$ cat src/rtl/seq_stim_driver.sv
// seq_stim_driver
// Clock-aligned arithmetic sample source. It emits init, init+step,
// init+2*step, ... on a valid/ready stream and pulses done once the
// requested number of samples has been accepted.
//
// Every output is a flop. No combinational path runs from any input to
// any output.
//
// Optional build macro: SEQ_STIM_DRIVER_PARITY_EN
//   When defined, this adds the dout_par output, the XOR reduction of dout,
//   registered alongside dout.
//
// state  | meaning
// -------+---------------------------------------------------------------
// S_IDLE | waiting for start; init_val/step/count are sampled here only
// S_RUN  | presenting samples; advancing on each accepted transfer
// S_DONE | single completion cycle with done high, then back to S_IDLE

module seq_stim_driver #(
  parameter int DW    = 8,
  parameter int CNT_W = 8
) (
  input  logic             clk,
  input  logic             rst,
  input  logic             start,
  input  logic [DW-1:0]    init_val,
  input  logic [DW-1:0]    step,
  input  logic [CNT_W-1:0] count,
  output logic [DW-1:0]    dout,
  output logic             dout_valid,
  input  logic             dout_ready,
  output logic             busy,
  output logic             done
`ifdef SEQ_STIM_DRIVER_PARITY_EN
  ,
  output logic             dout_par
`endif
);

  typedef enum logic [1:0] {
    S_IDLE = 2'd0,
    S_RUN  = 2'd1,
    S_DONE = 2'd2
  } state_t;

  localparam logic [CNT_W-1:0] REM_ONE = CNT_W'(1);

  state_t           state_q, state_d;
  logic [DW-1:0]    dout_q, dout_d;
  logic [DW-1:0]    step_q, step_d;
  logic [CNT_W-1:0] rem_q, rem_d;
  logic             valid_q, valid_d;
  logic             busy_q, busy_d;
  logic             done_q, done_d;
  logic             xfer;

`ifdef SEQ_STIM_DRIVER_PARITY_EN
  logic             par_q;
`endif

  assign xfer = valid_q & dout_ready;

  // Next-state and next-output logic; every register holds unless a branch moves it.
  always_comb begin
    state_d = state_q;
    dout_d  = dout_q;
    step_d  = step_q;
    rem_d   = rem_q;
    valid_d = valid_q;
    busy_d  = busy_q;
    done_d  = 1'b0;

    case (state_q)
      S_IDLE: begin
        if (start) begin
          if (count != '0) begin
            step_d  = step;
            rem_d   = count;
            dout_d  = init_val;
            valid_d = 1'b1;
            busy_d  = 1'b1;
            state_d = S_RUN;
          end else begin
            // An empty sequence still reports completion so the requester
            // always sees exactly one done per accepted start.
            state_d = S_DONE;
            done_d  = 1'b1;
          end
        end
      end

      S_RUN: begin
        if (xfer) begin
          if (rem_q > REM_ONE) begin
            dout_d = dout_q + step_q;
            rem_d  = rem_q - REM_ONE;
          end else begin
            // dout keeps the last sample; only valid/busy drop.
            valid_d = 1'b0;
            busy_d  = 1'b0;
            rem_d   = '0;
            state_d = S_DONE;
            done_d  = 1'b1;
          end
        end
      end

      S_DONE: begin
        state_d = S_IDLE;
      end

      default: begin
        state_d = S_IDLE;
        valid_d = 1'b0;
        busy_d  = 1'b0;
        rem_d   = '0;
      end
    endcase
  end

  // State and output registers; reset wins over every other input.
  always_ff @(posedge clk) begin
    if (rst) begin
      state_q <= S_IDLE;
      dout_q  <= '0;
      step_q  <= '0;
      rem_q   <= '0;
      valid_q <= 1'b0;
      busy_q  <= 1'b0;
      done_q  <= 1'b0;
`ifdef SEQ_STIM_DRIVER_PARITY_EN
      par_q   <= 1'b0;
`endif
    end else begin
      state_q <= state_d;
      dout_q  <= dout_d;
      step_q  <= step_d;
      rem_q   <= rem_d;
      valid_q <= valid_d;
      busy_q  <= busy_d;
      done_q  <= done_d;
`ifdef SEQ_STIM_DRIVER_PARITY_EN
      par_q   <= ^dout_d;
`endif
    end
  end

  assign dout       = dout_q;
  assign dout_valid = valid_q;
  assign busy       = busy_q;
  assign done       = done_q;

`ifdef SEQ_STIM_DRIVER_PARITY_EN
  assign dout_par   = par_q;
`endif

endmodule

$ cat config.mk
export PLATFORM = sky130hd
export DESIGN_NAME = seq_stim_driver
export DESIGN_NICKNAME = d
export VERILOG_FILES = /design/src/rtl/seq_stim_driver.sv
export SDC_FILE = /design/constraint.sdc
export NUM_CORES = 1
export LEC_CHECK = 0
export CAP_MARGIN = 10
export CORE_UTILIZATION = 25
export DETAILED_ROUTE_END_ITERATION = 7
export SYNTH_ARGS = -nofsm -noshare
export SYNTH_HDL_FRONTEND = slang
export SYNTH_SLANG_ARGS = --single-unit
$ cat constraint.sdc
create_clock -name clk -period 3.4 [get_ports clk]
set_clock_uncertainty 0.15 [all_clocks]
set_input_delay 0.68 -clock clk [delete_from_list [all_inputs] [get_ports clk]]
set_output_delay 0.68 -clock clk [all_outputs]
set_load 0.02 [all_outputs]
==> summary.md, run 1 <==
| Metric | Value |
|---|---|
| Outcome | finished, final reports clean |
| Ant diodes | 0 |
| Post-CTS Repair Setup Buffers | 0 |
| Max transition margin | 55.3% |
| Crit path top cell by count | nor2b_1 |
| Pleak | about 0.00087 µW |
| Sw frac | 31.5% |
| Post-synthesis sequential area ratio | about a third |
| Antenna violations before repair | 0 |
| Die Ht | around 85 µm |
| 1st-pass router iterations | 6 |
| I/O pin total | 39 |
| Largest net degree at the start of global routing | 24 |
| Wire per inst | 12.9 µm |
| Share of power burned in registers | 43.5% |
| Post-synth cell types | 40 |
| Routed Antenna Nets | 0 |
| Clock sink total | 28 |
| Post-DR vias/cell | 4.81 |
| Worst hold path class | flop to flop |
| Total core area | 6460 µm² |
| DRC Markers | 0 |
| Critical Path Start | count[2] |
| Number of global-route vias before repair | ~1500 |
| Final wirelength | 4090 µm |
| # hold bufs at CTS | 0 |
| DP HPWL | 3080 µm |
| Worst setup EP type | flop |
| Logic gate share of total power | 33.8% |
| Max Cap Viol | 0 |
| PD cells | 404 nW/µm² |
| Main synth FF type | dfxtp_1 |
| Post-synth ARST share | 0% |
| Root Driver | clkbuf_8 |
| Most common library cell in the layout ignoring fill and taps | clkdlybuf4s50_1 |
| Number of DRC markers in iteration 0 | between 80 and 90 |
| Mapped Cells | 203 |
| Share of cells above drive strength 1 | around 5.8% |
| Total global routing overflow | 0 |
| Synthesized area | about 1700 µm² |
| GRT Total Usage | 12.7% |
| CP required | ~3.5 ns |
| CP Cell Sequence | clkdlybuf4s50_1 -> nor4_1 -> a2111oi_2 -> nor2b_1 -> nor2b_1 -> a22o_1 |
| Fin crit share | 77.1% |
| Worst slew pin tran | 0.670 ns |
| WP data arrival | 2.69 ns |
| CTS clock-pin slew for the worst setup and hold paths | 0.09 ns |
| Vias | 1526 |
| Worst-Skew Late Latency | roughly 0.27 ns |
| Row count | 29 |
| EDFF count, synth | 0 |
| Hold path start | step_q[6]$_SDFFE_PP0P_ |
| CTS tree | built |
| Yosys warnings | 0 |
| Syn avg cell area | 8.40 µm² |
| Setup_tns | 0 ns |
| Final setup viols | 0 |
| Final Hold Fails | 0 |
| Unrepaired setup endpoints after global routing | false |
| Startpoint type of the worst setup path | input port |
| Crit Reg-Reg Startpoint | state_q[0]$_SDFFE_PP0P_ |
| Initial core utilization | about a quarter |
| # nets final | 279 |
| CTS max path bufs | 2 |
| Area Growth Syn to Fin | 30.3% |
| Sw power | 283 µW |
| First-pass GRT wire length | 7310 µm |
| Synthesis-stage register bit count | 28 |
| CP Max Fanout | 6 |
| Clock buffer count from CTS | 3 |
| Die X | roughly 85 µm |
| Peak Freq | 382 MHz |
| Cell at the slowest stage of the critical path | nor4_1 |
| Final Power | approximately 900 µW |
| Fillers | 690 |
| Worst vdd ir | 0.185 mV |
| Fin. max-slew vios | 0 |
| Die Area | 7160 µm² |
| Final Wtd Congestion | 0.784 |
| Slowest cell delay on critical path | around 0.54 ns |
| Power share of the clock group | 22.6% |
| Commonest cells after routing, fill and taps aside | clkdlybuf4s50_1, nor2_1, dfxtp_1 |
| Post-CTS sizing | 0 |
| PortBufs | 38 |
| Cell-internal power | between 600 and 700 µW |
| Critical path type | input port to flop |
| Clock period minus worst slack | 2.62 ns |
| H-tree depth | 1 |
| Synthesized Nets | 241 |
-- metal layers --
metal  track usage [%]  routed length [µm]  vias to the layer above
li1                  -                   -                      806
met1              17.9                2070                      689
met2              19.7                1830                       29
met3              1.97                 148                        2
met4              4.31                  44                        0
met5                 0                   0                        -
-- path summary, 6_finish.rpt --
path,end,slack [ns],cells after the start
setup reg to reg,dout[6]$_SDFFE_PP0P_,1.12,3
setup / recovery,rem_q[3]$_SDFFE_PP0P_,0.78,6
hold / removal,step_q[6]$_SDFFE_PP0P_,0.36,2
hold reg to reg,step_q[6]$_SDFFE_PP0P_,0.36,2
-- flip-flops by register name (all words and copies together) (netlist names) --
name / count
busy: 1
done: 1
dout: 8
rem_q: 8
state_q: 2
step_q: 8
-- cell families (layout without fill, tap and decap cells) --
logic type	Yosys count	count (layout)	synth area share, %
multiplexers	13	13	7.63
adder cells (fa/ha/maj)	10	10	7.78
AO/OA/AOI/OAI	57	57	23.8
flip-flops	28	28	32.9
buffers and inverters	22	59	5.58
XOR/XNOR	6	6	3.08
AND/OR/NAND/NOR	67	67	19.2
-- layout make-up --
cell class              count  area [µm²]  share of cell area, %
multi-input cells         153        1050                   47.5
flip-flops and latches     28         561                   25.2
repair buffers             41         403                   18.1
well taps                  77        96.3                   4.34
clock buffers               4        55.1                   2.48
inverters                  14        52.6                   2.36
-- power by group through the flow --
stage	clock [µW]	combinational [µW]	sequential, µW
6_report	203	303	391
5_1_grt	229	342	396
4_1_cts	215	306	391
3_5_place_dp	0	304	399
3_3_place_gp	0	302	399
2_1_floorplan	0	200	401
-- cell usage after synthesis (2+ instances only) --
cell type  instances  share of area [%]
nand2_1            9                2.0
inv_1             14                3.1
ha_1               9                6.6
mux2i_1           13                7.6
o22ai_1            6                2.2
nor3_1             5                1.5
nand2b_1           2               0.73
o21ai_0            6                1.8
and2_1             2               0.73
xnor2_1            3                1.5
nor4_1             4                1.5
clkbuf_1           5                1.1
nand3_1            3               0.88
a21oi_1           13                3.8
a22o_1             6                3.1
nor3b_1            2               0.88
or4_4              2                1.3
o31a_1             2                1.0
a211oi_1          11                4.8
nor2_1            29                6.4
nor2b_1            7                2.6
dfxtp_1           28                 33
xor2_1             3                1.5
a311oi_1           3                1.5
-- critical path: cells and delay by family --
kind / cells / cell delay, ns
AND/OR/NAND/NOR: 3 / 1.16
buffers and inverters: 1 / 0.43
AO/OA/AOI/OAI: 2 / 0.42
-- stage by stage --
| stage | util (%) | instances | hold WS [ns] | setup slack [ns] | instance area [µm²] |
|---|---|---|---|---|---|
| after detailed placement | 33.6 | 313 | 0.341 | 0.501 | 2170 |
| after global placement | 33.6 | 313 | 0.329 | 0.537 | 2170 |
| after CTS | 34.4 | 317 | 0.367 | 0.781 | 2220 |
| final | 34.4 | 317 | 0.360 | 0.780 | 2220 |
| after global routing | 34.4 | 317 | 0.379 | 0.538 | 2220 |
| after floorplan | - | 203 | 0.313 | 1.08 | 1710 |
Power figures use the tool's default switching activity.
==> run 2: changes to the inputs <==
==> constraint.sdc (replaced) <==
create_clock -name clk -period 2.2 [get_ports clk]
set_clock_uncertainty 0.15 [all_clocks]
set_input_delay 0.44 -clock clk [delete_from_list [all_inputs] [get_ports clk]]
set_output_delay 0.44 -clock clk [all_outputs]
set_load 0.02 [all_outputs]
==> run 2 against run 1 <==
Compared with the run above: the run now ends with design-rule violations left; setup slack worse by 0.71 ns; hold slack worse by 0.0012 ns; final cell count up 7.9%; critical endpoint is now dout[6]$_SDFFE_PP0P_; non-clock buffer count up 24; highest routed layer unchanged.
==> summary.md, run 2 (synthesis gave the netlist of run 1 again) <==
| Metric | Value |
|---|---|
| Outcome | finished, violations left |
| Failing checks | design-rule violations |
| Startpoint type of the worst setup path | flop |
| Final Hold Fails | 0 (unchanged) |
| PortBufs | 38 (unchanged) |
| WHS | 0.358 ns (-0.00119 ns) |
| Worst slew pin tran | 0.517 ns (-0.153 ns) |
| Post-place instance area | 2350 µm² (+8.3%) |
| Worst vdd ir | 0.266 mV (+44%) |
| Worst slack at placement | -0.281 ns (-0.781 ns) |
| Worst setup EP type | flop |
| First-pass GRT wire length | 6780 µm (-7.4%) |
| CP required | 2.25 ns (-1.22 ns) |
| Worst setup margin | 0.0649 ns (-0.715 ns) |
| CTS max path bufs | 2 (unchanged) |
| Worst hold path class | flop to flop |
| Clock period minus worst slack | 2.14 ns |
| Max Cap Viol | 0 (unchanged) |
| CTS clock-pin slew for the worst setup and hold paths | 0.10 ns (about the same) |
| Design area | 2430 µm² (+9.5%) |
| CP Max Fanout | 3 (-3) |
| Max transition margin | 65.5% (+10 points) |
| Wire per inst | 12.8 µm (-1.2%) |
| Most common library cell in the layout ignoring fill and taps | clkdlybuf4s50_1 |
| DRC Markers | 1 (+1) |
| Area Growth Syn to Fin | 42.7% |
| Total core area | 6460 µm² (unchanged) |
| PD cells | 604 nW/µm² (+50%) |
| I/O pin total | 39 (unchanged) |
| H-tree depth | 1 (unchanged) |
| Peak Freq | 468 MHz |
| Critical path type | flop to flop |
| Largest net degree at the start of global routing | 17 (-29%) |
| Total global routing overflow | 0 (unchanged) |
| Die Ht | 84.6 µm (unchanged) |
| Fin crit share | a little over nine tenths |
| Routed Antenna Nets | 0 (unchanged) |
| Slowest cell delay on critical path | 0.40 ns (-0.14 ns) |
| Share of cells above drive strength 1 | 15.8% (+10 points) |
| Unrepaired setup endpoints after global routing | true |
| WP data arrival | 2.18 ns (-0.51 ns) |
| Worst-Skew Late Latency | 0.28 ns (about the same) |
| Post-CTS Repair Setup Buffers | 0 (unchanged) |
| Cell at the slowest stage of the critical path | fa_1 |
| Final wirelength | 4360 µm (+6.6%) |
| Final Wtd Congestion | 0.805 (+2.7%) |
| Root Driver | clkbuf_8 |
| Vias | 1648 (+8.0%) |
| Row count | 29 (unchanged) |
| Die Area | 7160 µm² (unchanged) |
| Initial core utilization | 26.4% (unchanged) |
| Fin. max-slew vios | 0 (unchanged) |
| DP HPWL | 3290 µm (+7.0%) |
| Clock buffer count from CTS | 3 (unchanged) |
| Number of global-route vias before repair | 1430 (-6.7%) |
| Commonest cells after routing, fill and taps aside | clkdlybuf4s50_1, nor2_1, dfxtp_1 |
| Number of DRC markers in iteration 0 | 82 (unchanged) |
| Final Power | 1470 µW (+64%) |
| CP Cell Sequence | ha_2 -> inv_1 -> fa_1 -> nor2b_2 -> o31a_1 -> o2111ai_1 -> o41a_1 -> a311oi_1 |
| Antenna violations before repair | 0 (unchanged) |
| Final setup viols | 0 (unchanged) |
| 1st-pass router iterations | 6 (unchanged) |
| Die X | 84.6 µm (unchanged) |
| GRT Total Usage | 11.8% (-0.86 points) |
| CTS tree | built |
| Post-DR vias/cell | 4.82 (+0.10%) |
| # nets final | 304 (+9.0%) |
| Ant diodes | 0 (unchanged) |
| Clock sink total | 28 (unchanged) |
| Pleak | 0.000991 µW (+14%) |
[run 2: final cells by class]
cell class / count / area (µm²)
Inverter: 14 / 52.6
Multi-Input combinational cell: 154 / 1090
Clock buffer: 4 / 55.1
Timing Repair Buffer: 65 / 583
Sequential cell: 28 / 561
Tap cell: 77 / 96.3
Fill cell: 654 / 4030
[run 2: worst paths after layout]
| kind | startpoint | cells after the start | slack, ns | endpoint |
|---|---|---|---|---|
| worst min register to register | step_q[5]$_SDFFE_PP0P_ | 2 | 0.36 | step_q[5]$_SDFFE_PP0P_ |
| worst min-delay path | step_q[5]$_SDFFE_PP0P_ | 2 | 0.36 | step_q[5]$_SDFFE_PP0P_ |
| worst max-delay path | dout[0]$_SDFFE_PP0P_ | 8 | 0.06 | dout[6]$_SDFFE_PP0P_ |
| worst max register to register | dout[0]$_SDFFE_PP0P_ | 8 | 0.06 | dout[6]$_SDFFE_PP0P_ |
[run 2: metal layers]
metal | GRT usage, % | part of all wire, %
met5 | 0 | 0
met4 | 4.62 | 1.4
met3 | 1.77 | 5.0
met2 | 17.0 | 43
met1 | 17.6 | 50
[run 2: where the power goes]
part | switching [µW] | internal [µW]
sequential | 48.1 | 552
clock | 166 | 161
combinational | 253 | 292
[run 2: through the flow]
| stage | setup TNS, ns | cells | utilization (%) |
|---|---|---|---|
| after CTS | 0 | 342 | 37.3 |
| after global placement | -4.51 | 337 | 36.3 |
| after global routing | -0.103 | 342 | 37.7 |
| after floorplan | 0 | 203 | - |
| after detailed placement | -5.57 | 337 | 36.3 |
| final | 0 | 342 | 37.7 |
[run 2: timing repair]
action / CTS / global route
hold buffers: 0 / 0
endpoints found under the setup margin: 2 / 20
cloned: 1 / 0
gates resized for setup: 0 / 4
pin swaps: 2 / 0
[run 2: worst max-delay path, delay by kind of cell (launching register included)]
| kind | cells | cell delay [ns] |
|---|---|---|
| AND/OR/NAND/NOR | 1 | 0.18 |
| AO/OA/AOI/OAI | 4 | 0.67 |
| flip-flops | 1 | 0.38 |
| adder cells (fa/ha/maj) | 2 | 0.62 |
| buffers and inverters | 1 | 0.05 |
==> run 3: changes to the inputs <==
--- a/config.mk
+++ b/config.mk
@@ -6,8 +6,10 @@
 export NUM_CORES = 1
 export LEC_CHECK = 0
 export CAP_MARGIN = 10
+export CORE_MARGIN = 1.5
 export CORE_UTILIZATION = 25
 export DETAILED_ROUTE_END_ITERATION = 7
+export SLEW_MARGIN = 25
 export SYNTH_ARGS = -nofsm -noshare
 export SYNTH_HDL_FRONTEND = slang
 export SYNTH_SLANG_ARGS = --single-unit
==> run 3 against run 2 <==
Compared with the run above: the run still ends with design-rule violations left; sequential power is 0.7% lower; global-route usage rose by 0.93 points; sequential share of layout area is 0.44 points lower; clock power up 25%; power is 7.3% higher; non-clock buffer count decreased by 4; final cell count fell by 1.2%; die area rose by 2.4%; critical path depth down 3; first-iteration DRC count increased by 7.3%; routed wire length up 6.0%; critical endpoint is now dout[7]$_SDFFE_PP0P_; largest cell class unchanged; largest power group unchanged.
==> summary.md, run 3 (synthesis gave the netlist of run 1 again) <==
| Metric | Value |
|---|---|
| CP Max Fanout | 8 (+5) |
| Failing checks | design-rule violations |
| Cell at the slowest stage of the critical path | or4_4 |
| Worst setup EP type | flop |
| WHS | 0.359 ns (+0.000843 ns) |
| Reg2reg end | dout[7]$_SDFFE_PP0P_ |
| Bufs and invs on worst path | 0 (-1) |
| Total global routing overflow | 0 (unchanged) |
| Worst slew pin tran | 0.406 ns (-0.110 ns) |
| Worst slack at placement | -0.447 ns (-0.166 ns) |
| CTS clock-pin slew for the worst setup and hold paths | 0.10 ns (about the same) |
| Slowest cell delay on critical path | 0.53 ns (+0.13 ns) |
| Final Power | 1580 µW (+7.3%) |
| Outcome | finished, violations left |
| Worst hold path class | flop to flop |
| Fin. max-slew vios | 0 (unchanged) |
| Initial core utilization | 26.4% (unchanged) |
| Total core area | 6460 µm² (unchanged) |
| Power share of the clock group | 25.8% (+3.6 points) |
| Die Ht | 85.6 µm (+1.2%) |
| Area Growth Syn to Fin | 46.1% |
| Antenna violations before repair | 0 (unchanged) |
| Ant diodes | 0 (unchanged) |
| Clock period minus worst slack | 2.16 ns (+0.0263 ns) |
| Final wirelength | 4620 µm (+6.0%) |
| Worst-Skew Late Latency | 0.28 ns (about the same) |
| Crit Reg-Reg Startpoint | rem_q[5]$_SDFFE_PP0P_ |
| Worst vdd ir | 0.304 mV (+14%) |
| Vias | 1671 (+1.4%) |
| H-tree depth | 1 (unchanged) |
| I/O pin total | 39 (unchanged) |
| Largest net degree at the start of global routing | 24 (+7) |
| Routed Antenna Nets | 0 (unchanged) |
| Hold path start | step_q[6]$_SDFFE_PP0P_ |
| Sw frac | 30.6% (-1.1 points) |
| Clock buffer count from CTS | 3 (unchanged) |
| CP delay by family, top | simple AND/OR/NAND/NOR gates |
| Number of DRC markers in iteration 0 | 88 (+7.3%) |
| Max Cap Viol | 0 (unchanged) |
| CTS tree | built |
| Most common library cell in the layout ignoring fill and taps | clkdlybuf4s50_1 |
| 1st-pass router iterations | 8 (+2) |
| Post-DR vias/cell | 4.94 (+2.6%) |
| Hold Crit Endpoint | step_q[6]$_SDFFE_PP0P_ |
| Final Wtd Congestion | 0.826 (+2.6%) |
| Cell-internal power | 1090 µW (+9.0%) |
| CP required | 2.22 ns (-0.03 ns) |
| Die Area | 7330 µm² (+2.4%) |
| Die X | 85.6 µm (+1.2%) |
| First-pass GRT wire length | 7450 µm (+9.9%) |
| CP Cell Sequence | or4_4 -> or4_4 -> a31o_4 -> mux2i_1 -> o22ai_1 |
| Commonest cells after routing, fill and taps aside | clkdlybuf4s50_1, nor2_1, dfxtp_1 |
| WP data arrival | 2.18 ns (about the same) |
| PortBufs | 38 (unchanged) |
| Fin crit share | 98.2% (+1.2 points) |
| Critical path type | flop to flop |
| Final Hold Fails | 0 (unchanged) |
| Sw power | 484 µW (+3.7%) |
| Worst setup margin | 0.0386 ns (-0.0263 ns) |
| Setup_tns | 0 ns (unchanged) |
| Share of power burned in registers | 37.7% (-3.1 points) |
| # nets final | 300 (-1.3%) |
| GRT Total Usage | 12.8% (+0.93 points) |
| Max transition margin | 72.9% (+7.4 points) |
| Unrepaired setup endpoints after global routing | true |
| Wire per inst | 13.7 µm (+7.3%) |
| Logic gate share of total power | 36.4% (-0.6 points) |
| Crit path top cell by count | or4_4 |
| Final setup viols | 0 (unchanged) |
| CTS max path bufs | 2 (unchanged) |
| Root Driver | clkbuf_8 |
| PD cells | 633 nW/µm² (+4.8%) |
| Reg-to-reg slack, setup | 0.04 ns (-0.03 ns) |
| DP HPWL | 3400 µm (+3.3%) |
| Number of global-route vias before repair | 1558 (+9.0%) |
| Row count | 29 (unchanged) |
| Startpoint type of the worst setup path | flop |
| Hold Crit Depth | 2 (unchanged) |
| Peak Freq | 463 MHz (-1.2%) |
| Clock sink total | 28 (unchanged) |
| Worst R2R Path Depth | 5 (-3) |
| DRC Markers | 1 (unchanged) |
| Share of cells above drive strength 1 | 18.0% (+2.2 points) |
| Pleak | 0.00101 µW (+1.9%) |
==> run 3: changes by cell type in the layout (fill, tap and decap cells not counted), sizes merged <==
| cell | previous run | this run |
|---|---|---|
| clkdlybuf4s50 | 38 | 37 |
| buf | 27 | 23 |
| dlymetal6s2s | 0 | 1 |
| clkbuf | 4 | 3 |
| bufinv | 0 | 1 |
==> run 3: final cells by class <==
type	count	area, µm²
Fill cell	656	3970
Multi-Input combinational cell	154	1150
Sequential cell	28	563
Timing Repair Buffer	61	556
Tap cell	77	96.3
Inverter	14	52.6
Clock buffer	3	41.3
Clock inverter	1	30.0
==> run 3: through the flow <==
step / instances / utilization, % / area, µm²
global placement: 331 / 35.6 / 2300
floorplan: 203 / - / 1710
detailed placement: 331 / 35.6 / 2300
global route: 338 / 38.6 / 2490
CTS: 336 / 37.3 / 2410
finish: 338 / 38.6 / 2490
==> run 3: routing by layer <==
layer | vias to the layer above | track usage, % | wire [µm]
met4 | 0 | 4.40 | 71
met3 | 5 | 2.02 | 199
met2 | 34 | 21.0 | 2150
li1 | 861 | - | -
met5 | - | 0 | 0
met1 | 771 | 17.0 | 2210
==> run 3: worst max path at each step <==
stage / start / to / slack [ns] / cells after the start
finish: rem_q[5]$_SDFFE_PP0P_ / dout[7]$_SDFFE_PP0P_ / 0.04 / 5
global route: rem_q[5]$_SDFFE_PP0P_ / dout[6]$_SDFFE_PP0P_ / -0.02 / 4
CTS: rem_q[5]$_SDFFE_PP0P_ / dout[7]$_SDFFE_PP0P_ / 0.03 / 5
detailed placement: count[5] / rem_q[5]$_SDFFE_PP0P_ / -0.45 / 6
global placement: count[0] / rem_q[0]$_SDFFE_PP0P_ / -0.39 / 6
floorplan: rem_q[5]$_SDFFE_PP0P_ / dout[6]$_SDFFE_PP0P_ / 0.02 / 5
==> run 3: worst reg2reg max path: stages (launching register included) <==
cell     delay (ns)
dfxtp_2        0.33
or4_4          0.53
or4_4          0.49
a31o_4         0.30
mux2i_1        0.16
o22ai_1        0.09
==> run 3: repair_timing <==
action                                  4_1_cts  5_1_grt
resized for setup                             5       13
hold buffers                                  0        0
gates cloned                                  1        0
hold endpoints to repair                      0        0
buffers inserted                              0        2
pin swaps                                     2        5
endpoints found under the setup margin       10       14
==> run 3: power by group through the flow <==
stage               Sequential (µW)  Combinational (µW)  Clock [µW]
detailed placement              606                 538           0
global route                    603                 630         432
finish                          596                 575         408
CTS                             595                 556         421
global placement                605                 537           0
floorplan                       620                 309           0
